==> src/rtl/gravity_controller.sv <==
// gravity_controller: drop/spawn sequencer producing the 3-bit phase code used by the
// piece tracker and board logic. It runs the gravity timer, decides drop versus lock on
// each tick, waits for line clearing, spawns pieces and detects game over.
// Optional feature macro: SOFT_DROP_EN (keycode 8'h16 shortens the tick threshold in HOLD).
module gravity_controller #(
   parameter logic [23:0] GRAVITY_PERIOD  = 24'd5_000_000,
   parameter logic [23:0] PERIOD_STEP     = 24'd400_000,
   parameter logic [23:0] MIN_PERIOD      = 24'd500_000,
   parameter int unsigned LINES_PER_LEVEL = 10
) (
   input  logic       Clk,
   input  logic       reset,
   input  logic [7:0] keycode,
   input  logic       start,
   input  logic       block_can_drop,
   input  logic       spawn_blocked,
   input  logic       clear_done,
   input  logic [2:0] lines_cleared,
   output logic [2:0] state,
   output logic       lock_pulse,
   output logic [4:0] level,
   output logic       game_over
);

   // Encodings are the downstream phase codes; only StDrop and StSpawn move the piece.
   typedef enum logic [2:0] {
      StHold  = 3'b000,
      StDrop  = 3'b001,
      StSpawn = 3'b010,
      StLock  = 3'b011,
      StOver  = 3'b100,
      StIdle  = 3'b101
   } state_e;

   state_e      state_q;
   logic        lock_pulse_q;
   logic        game_over_q;
   logic [4:0]  level_q;
   logic [15:0] line_mod_q;   // lines cleared since the last level increment
   logic [23:0] gcnt_q;       // gravity counter
   logic [23:0] period_q;     // gravity period latched on HOLD entry

   logic signed [28:0] period_raw;
   logic [23:0]        period_next;
   logic [23:0]        tick_thr;
   logic               tick;
   logic [15:0]        line_sum;
   logic [15:0]        line_mod_next;
   logic               level_up;
   logic               restart;

   // Period for the current level, computed wide and signed so large levels cannot wrap.
   always_comb begin
      period_raw = $signed({5'd0, GRAVITY_PERIOD})
                 - $signed({24'd0, level_q}) * $signed({5'd0, PERIOD_STEP});
      if (period_raw < $signed({5'd0, MIN_PERIOD})) begin
         period_next = MIN_PERIOD;
      end else begin
         period_next = period_raw[23:0];
      end
   end

`ifdef SOFT_DROP_EN
   // Tick threshold: soft-drop key shortens it to period/8 (at least 1) while held.
   always_comb begin
      tick_thr = period_q;
      if (keycode == 8'h16) begin
         tick_thr = period_q >> 3;
         if (tick_thr == 24'd0) begin
            tick_thr = 24'd1;
         end
      end
   end
`else
   // Tick threshold: gravity period only; keycode has no influence on timing.
   always_comb begin
      tick_thr = period_q;
   end

   logic unused_keycode;
   assign unused_keycode = ^keycode;
`endif

   // Greater-or-equal so a shortened threshold below the current count fires at once.
   assign tick = (({1'b0, gcnt_q} + 25'd1) >= {1'b0, tick_thr});

   // Line accounting: a clear that reaches a multiple of LINES_PER_LEVEL bumps the level once.
   always_comb begin
      line_sum      = line_mod_q + {13'd0, lines_cleared};
      level_up      = ({16'd0, line_sum} >= LINES_PER_LEVEL);
      line_mod_next = 16'({16'd0, line_sum} % LINES_PER_LEVEL);
   end

   // Start restarts the game from every state except the single SPAWN cycle.
   assign restart = start && (state_q != StSpawn);

   // Phase sequencer with registered strobes, level and counters.
   always_ff @(posedge Clk) begin
      if (reset) begin
         state_q      <= StIdle;
         lock_pulse_q <= 1'b0;
         game_over_q  <= 1'b0;
         level_q      <= 5'd0;
         line_mod_q   <= 16'd0;
         gcnt_q       <= 24'd0;
         period_q     <= GRAVITY_PERIOD;
      end else if (restart) begin
         state_q      <= StSpawn;
         lock_pulse_q <= 1'b0;
         game_over_q  <= 1'b0;
         level_q      <= 5'd0;
         line_mod_q   <= 16'd0;
         gcnt_q       <= 24'd0;
      end else begin
         lock_pulse_q <= 1'b0;
         unique case (state_q)
            StIdle, StOver: begin
               // Waiting for start, handled above.
            end
            StSpawn: begin
               if (spawn_blocked) begin
                  state_q     <= StOver;
                  game_over_q <= 1'b1;
               end else begin
                  state_q  <= StHold;
                  gcnt_q   <= 24'd0;
                  period_q <= period_next;
               end
            end
            StHold: begin
               if (tick) begin
                  if (block_can_drop) begin
                     state_q <= StDrop;
                     gcnt_q  <= 24'd0;
                  end else begin
                     state_q      <= StLock;
                     lock_pulse_q <= 1'b1;
                  end
               end else begin
                  gcnt_q <= gcnt_q + 24'd1;
               end
            end
            StDrop: begin
               // The DROP cycle counts toward the next row so rows are one period apart.
               state_q  <= StHold;
               gcnt_q   <= gcnt_q + 24'd1;
               period_q <= period_next;
            end
            StLock: begin
               // A clear_done coinciding with the first LOCK cycle belongs to nothing.
               if (clear_done && !lock_pulse_q) begin
                  state_q    <= StSpawn;
                  line_mod_q <= line_mod_next;
                  if (level_up && (level_q != 5'd31)) begin
                     level_q <= level_q + 5'd1;
                  end
               end
            end
            default: begin
               state_q <= StIdle;
            end
         endcase
      end
   end

   assign state      = state_q;
   assign lock_pulse = lock_pulse_q;
   assign level      = level_q;
   assign game_over  = game_over_q;

endmodule

==> config.mk <==
export PLATFORM = sky130hd
export DESIGN_NAME = gravity_controller
export DESIGN_NICKNAME = d
export VERILOG_FILES = /design/src/rtl/gravity_controller.sv
export SDC_FILE = /design/constraint.sdc
export NUM_CORES = 1
export LEC_CHECK = 0
export ABC_CLOCK_PERIOD_IN_PS = 15100
export CORE_AREA = 4 4 145 147
export CTS_CLUSTER_DIAMETER = 60
export CTS_CLUSTER_SIZE = 40
export DETAILED_ROUTE_END_ITERATION = 10
export DIE_AREA = 0 0 149 151
export PLACE_DENSITY_LB_ADDON = 0.15
export SETUP_SLACK_MARGIN = 0.4
export SLEW_MARGIN = 20
export SYNTH_ARGS = -nofsm -noshare
export SYNTH_HDL_FRONTEND = slang
export SYNTH_SLANG_ARGS = --single-unit
==> constraint.sdc <==
create_clock -name Clk -period 15.1 [get_ports Clk]
set_input_delay 4.53 -clock Clk [delete_from_list [all_inputs] [get_ports Clk]]
set_output_delay 4.53 -clock Clk [all_outputs]
set_load 0.02 [all_outputs]
* Yosys cells after proc, flatten, opt, wreduce, memory -nomap -nowiden
Index checks and enable logic that the tools add are counted.
** Storage, ports and cells
- Bits in registers :: 74
- Latch bits :: 0
- Bits in writable memories :: 0
- Memory bits (read-only) :: 0
- Input port bits :: 17
- Output and inout bits :: 10
- Logic and storage cells :: 62
- Memories :: 0
** Cells by class
- $add $sub $neg :: 5
- Multiply operators :: 1
- Div/mod/pow operators :: 1
- $lt $le $gt $ge :: 3
- Equal/unequal tests :: 12
- Shifts and indexed selects :: 0
- Muxes and demuxes :: 14
- Bitwise gates (word level) :: 3
- Reductions and logical operators :: 16
** Operators by type and width (count)
- $mux W24 :: 5
- $pmux W24 S3 :: 1
- $pmux W24 S2 :: 1
- $mod A16 B4 Y32 const B :: 1
- $add A24 B1 Y25 const B :: 1
- $ge A25 B24 Y1 :: 1
- $lt A25 B20 Y1 const B :: 1
- $sub A23 B24 Y25 const A :: 1
- $add A24 B1 Y24 const B :: 1
- $mul A5 B12 Y17 const B :: 1
- $add A16 B3 Y16 :: 1
- $ge A16 B4 Y1 const B :: 1
- $pmux W3 S5 :: 1
- $mux W3 :: 4
- $reduce_and A3 Y1 :: 4
- $ne A3 B3 Y1 const B :: 3
- $eq A3 B2 Y1 const B :: 2
- $eq A3 B3 Y1 const B :: 2
- $add A5 B1 Y5 const B :: 1
- $ne A5 B5 Y1 const B :: 1
- $ne A2 B2 Y1 const B :: 2
- $reduce_and A2 Y1 :: 2
- $reduce_or A2 Y1 :: 2
- $reduce_or A4 Y1 :: 1
- other kinds (10) :: 14

* Longest topological paths before layout
Gate-level depths: netlist (run 1).
- Depth in word-level cells :: 6
- Gate-level depth with buffers :: 46

* Worst setup path after synthesis (run 1)
OpenSTA, ideal clock, no wires.
- Path type :: input -> register
- Start :: input port lines_cleared[0]
- End :: register line_mod_q[15]
- Library setup time :: 67 ps
- Arrival time :: 15030 ps
- Required time :: 15033 ps
- Slack :: 2 ps
- Stages on the path :: 43
- Path through :: ha_1 fa_1 a21oi_2 mux2i_1 mux2_2 inv_1 ha_1 nor4_1 nor2_1 nor3_1 clkbuf_1 o22ai_1 a21o_1 o211a_1 or4_4 and4_4 or4_1 buf_2 (+7 left out) a211oi_2 or4_4 nor3_4 a211oi_2 o41ai_2 nand3_2 or3_4 a211oi_2 nand4b_2 or3_1 buf_2 a31oi_2 nand4_1 or3_1 or4_4 xnor2_1 nand2_1 a21oi_2
** On the way
- Longest elaborated chain between the ends :: 2
** RTL lines
- from (decl) :: RTL line 18 : input logic [2:0] lines_cleared,
- $add A16 B3 Y16 :: RTL line 89 : line_sum = line_mod_q + {13'd0, lines_cleared};
- $mod A16 B4 Y32 :: RTL line 91 : line_mod_next = 16'({16'd0, line_sum} % LINES_PER_LEVEL);
- to (signal assigned) :: RTL line 153 : line_mod_q <= line_mod_next;
- to (decl) :: RTL line 39 : logic [15:0] line_mod_q;
Every way passes these cells.
A chain may end at the register's enable or synchronous reset.

* Worst setup path after layout (run 1)
- Start :: input port lines_cleared[1]
- End :: register line_mod_q[15]
The elaborated chain is that of the path after synthesis.

==> impl_metrics.json, run 1 <==
{
  "ios": 27,
  "routedWlPerCell_um": 17.1,
  "vias": 12100,
  "synthFlopType": "dfxtp_1",
  "grt_pass1_vias": 11000,
  "numCtsBuffers": 9,
  "start_kind": "input pin",
  "synth_top_area_share_pct": 14.1,
  "routed_wl_um": 34100,
  "yosys_warnings": 0,
  "grt_overflow": 0,
  "rsz0062_at_grt": "yes",
  "use_met3_pct": 2.45,
  "fin_tns_setup_ns": 0,
  "place.port_buffers": 18,
  "outcome": "completed",
  "grt_usage_pct": 28.1,
  "syn_inst": 1375,
  "drive_gt1_share_pct": 34.8,
  "setup_viol": 0,
  "path_clk_slew_ns": 0.06,
  "max_freq_mhz": 67.6,
  "yosysMostFrequentCell": "nor2_1",
  "initial_utilization_pct": 49.2,
  "grt_max_degree": 49,
  "cts_num_sinks": 69,
  "crit_start": "lines_cleared[1]",
  "ys_seq_area_share_pct": 14.1,
  "final_nets": 1792,
  "grt_pass1_wl_um": 53300,
  "cp.arrival_ns": 15.04,
  "skew_ns": 0.0106,
  "antenna_found_initial": 0,
  "dp_hpwl_um": 24500,
  "gp_congestion": 0.927,
  "synth-edff-count": 0,
  "die_w_um": 149,
  "fp.dieArea_mm2": 0.0225,
  "hold_viol_final": 0,
  "ys_top_cells_by_area": "dfxtp_1 (14%), ha_1 (6.9%), nor2_1 (6.1%)",
  "worst_pin_slew_ns": 1.06,
  "vias_per_cell": 6.09,
  "antenna_cells": 0,
  "worstSetupEndpointType": "flop",
  "rows": 52,
  "relSlewSlack_pct": 28.8,
  "synth_top_family_by_area": "simple AND/OR/NAND/NOR gates",
  "crit_end": "line_mod_q[15]",
  "drt-initial-drc-count": 907,
  "cts_tree": "built",
  "finalMaxSlewViolations": 0,
  "rrSetupSlack_ns": 3.85,
  "maxCapViolCount": 0,
  "required_ns": 15.34,
  "grt-busiest-layer": "met2",
  "die_y_um": 151,
  "critical_path_class": "in2reg",
  "cts_buffer_depth": 2,
  "slowest_delay_ns": 0.58,
  "clockRootBuffer": "clkbuf_16",
  "drt_first_pass_iters": 5,
  "drc": 0,
  "ys_types": 113,
  "synth_common_cells": "nor2_1 (160), nand2_1 (139), a21oi_1 (103)",
  "postCtsHoldBufs": 0,
  "synth_adder_area_share_pct": 7.92,
  "placed_area_mm2": 0.0126,
  "syn_to_final_growth_pct": 47.0,
  "critical_path.max_fanout": 7,
  "crit_slowest_cell": "or4b_4",
  "clock_latency_ns": 0.33,
  "avgSynthCellArea_um2": 7.12,
  "synth.area.mux_share_pct": 1.84,
  "async_flop_share_pct": 0,
  "finalCritPeriodShare_pct": 98.0,
  "htreeDepth": 3,
  "use_met1_pct": 39.8,
  "yosys.area.top_type": "dfxtp_1",
  "synth.cell_area_mm2": 0.00980,
  "use_met2_pct": 46.9,
  "regToRegEndpoint": "line_mod_q[15]",
  "period_minus_slack_ns": 14.80,
  "syn_nets": 1449,
  "synth_seq_cells": 69,
  "ant_nets": 0,
  "r2r_cells": 50,
  "synthXorXnorAreaFrac_pct": 9.90,
  "synthSimpleGateAreaFrac_pct": 31.2,
  "core_mm2": 0.0199,
  "r2r-start": "line_mod_q[7]",
  "min-delay-path-class": "reg2reg",
  "synth_compound_area_share_pct": 30.6,
  "final_area_mm2": 0.0144
}
[cell type report]
cell class	instances	area, µm²
clock buffers	9	225
fillers	1569	5510
multi-input cells	1200	9040
repair buffers	393	3120
flip-flops and latches	69	1380
clock inverters	7	121
well taps	270	338
inverters	45	171
[kinds of logic after synthesis]
group,after synthesis
and+or+nand+nor,589
adders and majority gates,61
muxes,17
DFF,69
xor gates and xnor gates,109
buffers and inverters,106
AOI/OAI and AO/OA,424
[registers in the layout (all words and copies together), names as in the netlist]
| name | flops |
|---|---|
| state | 3 |
| gcnt_q | 24 |
| line_mod_q | 16 |
| period_q | 19 |
| level | 5 |
| game_over | 1 |
| lock_pulse | 1 |
[what timing repair did]
| item | 4_1_cts | 5_1_grt |
|---|---|---|
| setup endpoints to repair | 15 | 15 |
| gates cloned | 0 | 0 |
| buffers inserted | 19 | 41 |
| pin swaps | 53 | 79 |
| resized for setup | 93 | 109 |
| hold endpoints to repair | 0 | 0 |
[cells in the final DEF (no fill, tap or decap), types with 18 or more instances in the layout]
cell type,n
o21ai_0,58
inv_1,43
buf_4,348
nand2_1,131
nor2_1,149
xnor2_1,63
dfxtp_1,69
a21o_1,18
a22oi_1,18
nor3_1,34
ha_1,50
buf_6,26
nand3_1,52
a21oi_1,93
and3_1,24
xor2_1,40
[stage by stage]
| stage | std cells | setup slack [ns] | util [%] | hold WS [ns] |
|---|---|---|---|---|
| floorplan | 1375 | 0.141 | - | 0.436 |
| global placement | 1917 | -0.460 | 63.4 | 0.454 |
| detailed placement | 1917 | -0.699 | 63.4 | 0.459 |
| CTS | 1952 | 0.418 | 68.2 | 0.471 |
| global route | 1993 | -0.0498 | 72.3 | 0.507 |
| finish | 1993 | 0.300 | 72.3 | 0.473 |
[worst max-delay path, delay by kind of cell]
kind / cells / cell delay, ns
AND/OR/NAND/NOR: 15 / 3.79
multiplexers: 2 / 0.47
adder cells (fa/ha/maj): 2 / 0.66
AO/OA/AOI/OAI: 16 / 3.32
XOR/XNOR: 2 / 0.28
buffers and inverters: 15 / 1.97
[worst min path at each step]
stage / slack (ns) / from / cells past startpoint / to
after global routing: 0.51 / line_mod_q[2] / 2 / line_mod_q[2]
after global placement: 0.45 / line_mod_q[2] / 2 / line_mod_q[2]
final: 0.47 / period_q[9] / 2 / period_q[9]
after floorplan: 0.44 / line_mod_q[2] / 2 / line_mod_q[2]
after CTS: 0.47 / line_mod_q[2] / 2 / line_mod_q[2]
after detailed placement: 0.46 / period_q[14] / 2 / period_q[14]
[per-layer routing]
layer | share of wire [%] | wire length (µm) | up-vias
met5 | 0 | 0 | -
met4 | 2.2 | 757 | 0
met3 | 5.4 | 1850 | 76
met2 | 47 | 16100 | 399
met1 | 45 | 15400 | 5810
li1 | - | - | 5857
Power of run 1 is not shown: default switching activity piles up to over one toggle a cycle in this logic, so the estimate is an artifact.
==> run 2, diff against run 1 <==
ABC_AREA = 1   (was default)
CORE_AREA = 4 4 147 149   (was 4 4 145 147)
DIE_AREA = 0 0 151 153   (was 0 0 149 151)
==> run 2 against run 1 <==
  * Clock skew fell by 0.0030 ns
  * Synthesized cell count rose by 20%
  * Fmax is 6.0% higher
  * Non-clock buffer count fell by 322
  * Critical path type unchanged
  * Critical endpoint is now line_mod_q[13]
==> impl_metrics.json, run 2 <==
{
  "outcome": "completed",
  "fin_ws_ns": 1.14,
  "rrSetupSlack_ns": 5.13,
  "cts_num_sinks": 69,
  "slowest_delay_ns": 0.36,
  "fp.dieArea_mm2": 0.0231,
  "synth_seq_cells": 69,
  "finalMaxSlewViolations": 0,
  "cp.arrival_ns": 14.20,
  "setup_viol": 0,
  "ios": 27,
  "utilization_pct": 56.5,
  "regToRegEndpoint": "line_mod_q[13]",
  "syn_inst": 1650,
  "grt_pass1_vias": 9187,
  "max_freq_mhz": 71.6,
  "syn_nets": 1724,
  "routedWlPerCell_um": 12.3,
  "vias_per_cell": 5.14,
  "synthFlopType": "dfxtp_1",
  "finalCritPeriodShare_pct": 92.5,
  "numCtsBuffers": 9,
  "cp_common_cell": "nand2_1",
  "cts_buffer_depth": 2,
  "die_w_um": 151,
  "gp_congestion": 0.855,
  "multi_input_comb_area_mm2": 0.00765,
  "cts_tree": "built",
  "final-seq-area_mm2": 0.00138,
  "leakagePower_nw": 5.90,
  "path_clk_slew_ns": 0.06,
  "drt-initial-drc-count": 498,
  "powerDensity_mw_per_mm2": 186,
  "yosysMostFrequentCell": "nand2_1",
  "core_mm2": 0.0202,
  "ys_top_cells_by_area": "nand2_1 (17%), dfxtp_1 (14%), inv_1 (8.4%)",
  "crit_start": "lines_cleared[0]",
  "ys_types": 62,
  "yosys_warnings": 0,
  "r2r_cells": 67,
  "dp_hpwl_um": 19100,
  "p_total_mw": 2.12,
  "placed_area_mm2": 0.0105,
  "place.port_buffers": 18,
  "synth.cell_area_mm2": 0.0100,
  "mostFrequentLayoutCell": "nand2_1",
  "vias": 10200,
  "crit_slowest_cell": "fa_2",
  "grt_usage_pct": 20.8,
  "layout.cells.non_filler": 1979,
  "top_register": "gcnt_q",
  "yosys.area.top_type": "nand2_1",
  "drc": 0,
  "irDropWorstVdd_mv": 0.112,
  "routed_wl_um": 24400,
  "drive_gt1_share_pct": 18.4,
  "place_ws_ns": 0.152,
  "worstSetupEndpointType": "flop",
  "period_minus_slack_ns": 13.96,
  "min-delay-path-class": "reg2reg",
  "r2r-start": "line_mod_q[0]",
  "largest_register_ffs": 24,
  "skew_ns": 0.00760,
  "grt_overflow": 0,
  "grt_max_degree": 39,
  "relSlewSlack_pct": 43.5,
  "avgSynthCellArea_um2": 6.07,
  "ant_nets": 0,
  "fin_tns_setup_ns": 0,
  "maxCapViolCount": 0,
  "async_flop_share_pct": 0,
  "critical_path_class": "in2reg",
  "synth_common_cells": "nand2_1 (465), inv_1 (224), nand3_1 (162)",
  "antenna_cells": 0,
  "crit_end": "line_mod_q[13]",
  "rows": 52,
  "htreeDepth": 3,
  "critical_path.max_fanout": 14,
  "filler_cell_count": 2048,
  "hold_viol_final": 0,
  "final_nets": 1778,
  "worst_pin_slew_ns": 0.845,
  "syn_to_final_growth_pct": 13.9,
  "reg_top3": "gcnt_q x24, period_q x19, line_mod_q x16",
  "start_kind": "input pin",
  "clock_latency_ns": 0.34,
  "clockRootBuffer": "clkbuf_16",
  "rsz0062_at_grt": "no",
  "required_ns": 15.33,
  "antenna_found_initial": 0,
  "layout_common_cells": "nand2_1 (452), inv_1 (224), nand3_1 (154)",
  "initial_utilization_pct": 49.6,
  "ys_seq_area_share_pct": 13.8,
  "holdWs_ns": 0.447,
  "grt_pass1_wl_um": 41200,
  "synth_top_area_share_pct": 17.4,
  "placed_cells": 1933,
  "die_y_um": 153,
  "drt_first_pass_iters": 5,
  "synth-edff-count": 0,
  "final_area_mm2": 0.0114
}
[run 2: changes by cell type after synthesis, moves of 31 or more]
cell,delta
nand2_1,+326
inv_1,+180
nand3_1,+109
nor2_1,-54
xnor2_1,-51
nand2_2,+43
nand4_1,+38
inv_2,+36
clkbuf_1,-32
o21ai_0,-31
[run 2: critical path, delay by kind of cell]
kind | cells | cell delay, ns
compound gates | 6 | 1.15
buf+inv | 6 | 0.80
simple gates | 53 | 6.86
fa+ha+maj | 3 | 0.87
[run 2: layout make-up]
| class | count | area share [%] |
|---|---|---|
| clock inverters | 6 | 0.834 |
| multi-input cells | 1275 | 67.1 |
| well taps | 270 | 2.96 |
| repair buffers | 71 | 5.66 |
| inverters | 278 | 9.34 |
| clock buffers | 10 | 2.01 |
| flip-flops and latches | 69 | 12.1 |
[run 2: where the power goes]
part,internal (mW),switching [mW],total (mW)
combinational,0.578,1.12,1.70
sequential,0.186,0.00254,0.188
clock,0.146,0.0842,0.231
[run 2: repair_timing]
| item | 4_1_cts | 5_1_grt |
|---|---|---|
| resized for setup | 0 | 66 |
| setup buffers | 0 | 24 |
| setup endpoints to repair | 0 | 15 |
| hold buffers | 0 | 0 |
[run 2: metal layers]
layer / global-route usage (%) / part of all wire [%]
met5: 0 / 0
met4: 3.84 / 0.90
met3: 1.87 / 2.3
met2: 37.0 / 49
met1: 27.4 / 48
[run 2: kinds of logic after synthesis]
group,after synthesis,synth area share (%)
simple gates,974,49.3
fa+ha+maj,57,7.35
flops,69,13.8
xor+xnor,68,6.10
compound gates,172,10.2
buf+inv,310,13.3
[run 2: how the worst min path moves through the flow]
stage | start | slack [ns] | cells after the start | to
detailed placement | game_over | 0.44 | 2 | game_over
global route | game_over | 0.47 | 2 | game_over
CTS | game_over | 0.45 | 2 | game_over
finish | game_over | 0.45 | 2 | game_over
floorplan | gcnt_q[3] | 0.44 | 2 | gcnt_q[3]
global placement | game_over | 0.44 | 2 | game_over
(Power assumes the default switching activity.)
==> run 3, diff against run 2 <==
ABC_CLOCK_PERIOD_IN_PS = default   (was 15100)
SETUP_SLACK_MARGIN = 0.2   (was 0.4)
==> run 3 against run 2 <==
  * Clock power hardly changed
  * Sequential cell count stayed put
  * Critical path depth stayed put
  * Sequential power hardly changed
  * Count of clock-buffer cells in the layout stayed put
  * Critical path type unchanged
  * Routed wire length is 0.30% lower
  * Die area stayed put
  * Worst setup slack worse by 0.27 ns
==> impl_metrics.json, run 3 (synthesized netlist as in run 2, its figures left out) <==
{
  "grt_max_degree": 39,
  "vias": 10100,
  "start_kind": "input pin",
  "grt_pass1_vias": 9187,
  "seq_power_share_pct": 9.0,
  "routedWlPerCell_um": 12.3,
  "rows": 52,
  "final-seq-area_mm2": 0.00138,
  "hold_viol_final": 0,
  "relSlewSlack_pct": 43.5,
  "drc": 0,
  "fin_tns_setup_ns": 0,
  "period_minus_slack_ns": 14.23,
  "utilization_pct": 56.3,
  "ios": 27,
  "skew_ns": 0.00757,
  "ant_nets": 0,
  "use_met2_pct": 37.0,
  "largest_register_ffs": 24,
  "crit_start": "lines_cleared[2]",
  "reg_top3": "gcnt_q x24, period_q x19, line_mod_q x16",
  "critical_path_class": "in2reg",
  "top_register": "gcnt_q",
  "antenna_found_initial": 0,
  "grt_pass1_wl_um": 41200,
  "min-delay-path-class": "reg2reg",
  "drt_first_pass_iters": 7,
  "postCtsHoldBufs": 0,
  "drive_gt1_share_pct": 18.1,
  "crit_end": "line_mod_q[13]",
  "clkPwrFrac_pct": 11.0,
  "regToRegEndpoint": "line_mod_q[13]",
  "rrSetupSlack_ns": 5.18,
  "cts_tree": "built",
  "required_ns": 15.33,
  "mostFrequentLayoutCell": "nand2_1",
  "initial_utilization_pct": 49.6,
  "grt_usage_pct": 20.8,
  "path_clk_slew_ns": 0.06,
  "numCtsBuffers": 9,
  "dp_hpwl_um": 19100,
  "fp.dieArea_mm2": 0.0231,
  "crit_slowest_cell": "clkdlybuf4s50_1",
  "finalMaxSlewViolations": 0,
  "cellInternalPower_uw": 904,
  "cp.arrival_ns": 14.47,
  "place.port_buffers": 18,
  "use_met3_pct": 1.87,
  "outcome": "completed",
  "rsz0062_at_grt": "no",
  "final_nets": 1775,
  "die_y_um": 153,
  "maxCapViolCount": 0,
  "use_met1_pct": 27.4,
  "filler_cell_count": 2056,
  "p_total_mw": 2.10,
  "antenna_cells": 0,
  "worstSetupEndpointType": "flop",
  "critical_path.max_fanout": 14,
  "syn_to_final_growth_pct": 13.6,
  "core_mm2": 0.0202,
  "grt-busiest-layer": "met2",
  "vias_per_cell": 5.13,
  "powerDensity_mw_per_mm2": 185,
  "htreeDepth": 3,
  "die_w_um": 151,
  "multi_input_comb_area_mm2": 0.00763,
  "irDropWorstVdd_mv": 0.112,
  "grt_overflow": 0,
  "p_sw_share_pct": 57.1,
  "r2r_cells": 67,
  "worst_pin_slew_ns": 0.845,
  "routed_wl_um": 24300,
  "r2r-start": "line_mod_q[0]",
  "clockRootBuffer": "clkbuf_16",
  "p_sw_mw": 1.20,
  "layout_common_cells": "nand2_1 (452), inv_1 (224), nand3_1 (155)",
  "cts_num_sinks": 69,
  "drt-initial-drc-count": 511,
  "min_from": "game_over",
  "gp_congestion": 0.855,
  "finalCritPeriodShare_pct": 94.3,
  "p_comb_share_pct": 80.1,
  "cp_common_cell": "nand2_1",
  "leakagePower_nw": 5.88,
  "max_freq_mhz": 70.3,
  "slowest_delay_ns": 0.50,
  "setup_viol": 0,
  "clock_latency_ns": 0.34,
  "cts_buffer_depth": 2
}
==> run 3: cell types whose count changed in the layout (fill, tap and decap cells not counted) <==
cell,previous run,this run
buf_4,46,44
nand3_2,34,35
nand3_1,154,155
clkdlybuf4s50_1,15,16
clkbuf_2,1,0
clkbuf_4,1,0
nand3_4,10,8
==> run 3: per-stage QoR <==
| stage | area, µm² | hold slack [ns] | instances | worst slack, ns |
|---|---|---|---|---|
| final | 11400 | 0.447 | 1976 | 0.867 |
| after global routing | 11400 | 0.471 | 1976 | 0.138 |
| after CTS | 10800 | 0.449 | 1949 | 0.474 |
| after detailed placement | 10500 | 0.440 | 1933 | 0.152 |
| after global placement | 10500 | 0.443 | 1933 | 0.220 |
| after floorplan | 10000 | 0.440 | 1650 | 2.25 |
==> run 3: final cells by class <==
type                            instances  share of cell area (%)
Multi-Input combinational cell       1275                    67.1
Sequential cell                        69                    12.2
Inverter                              278                    9.37
Timing Repair Buffer                   68                    5.53
Tap cell                              270                    2.97
Clock buffer                           10                    2.01
Clock inverter                          6                   0.837
==> run 3: routing by layer <==
layer	wire, µm	vias up
met5	0	-
met2	12000	100
met4	218	0
met1	11600	4567
met3	443	16
li1	-	5454
==> run 3: worst min path at each step <==
stage                           end  cells after the start
final                     game_over                      2
after global routing      game_over                      2
after CTS                 game_over                      2
after detailed placement  game_over                      2
after global placement    game_over                      2
after floorplan           gcnt_q[3]                      2
==> run 3: critical path, delay by kind of cell <==
kind                       cells  cell delay (ns)
AOI/OAI and AO/OA              5             1.06
adders and majority gates      2             0.65
and+or+nand+nor               55             7.01
buffers and inverters          6             1.17
==> run 3: power by group through the flow <==
stage,Clock (mW),Sequential (mW),Combinational [mW]
finish,0.231,0.188,1.69
global route,0.244,0.189,1.91
CTS,0.236,0.188,1.58
detailed placement,0,0.192,1.57
global placement,0,0.192,1.56
floorplan,0,0.193,1.26
==> run 3: repair_timing <==
item | 4_1_cts | 5_1_grt
buffers inserted | 0 | 21
gates resized for setup | 0 | 61
hold endpoints to repair | 0 | 0
endpoints found under the setup margin | 0 | 15
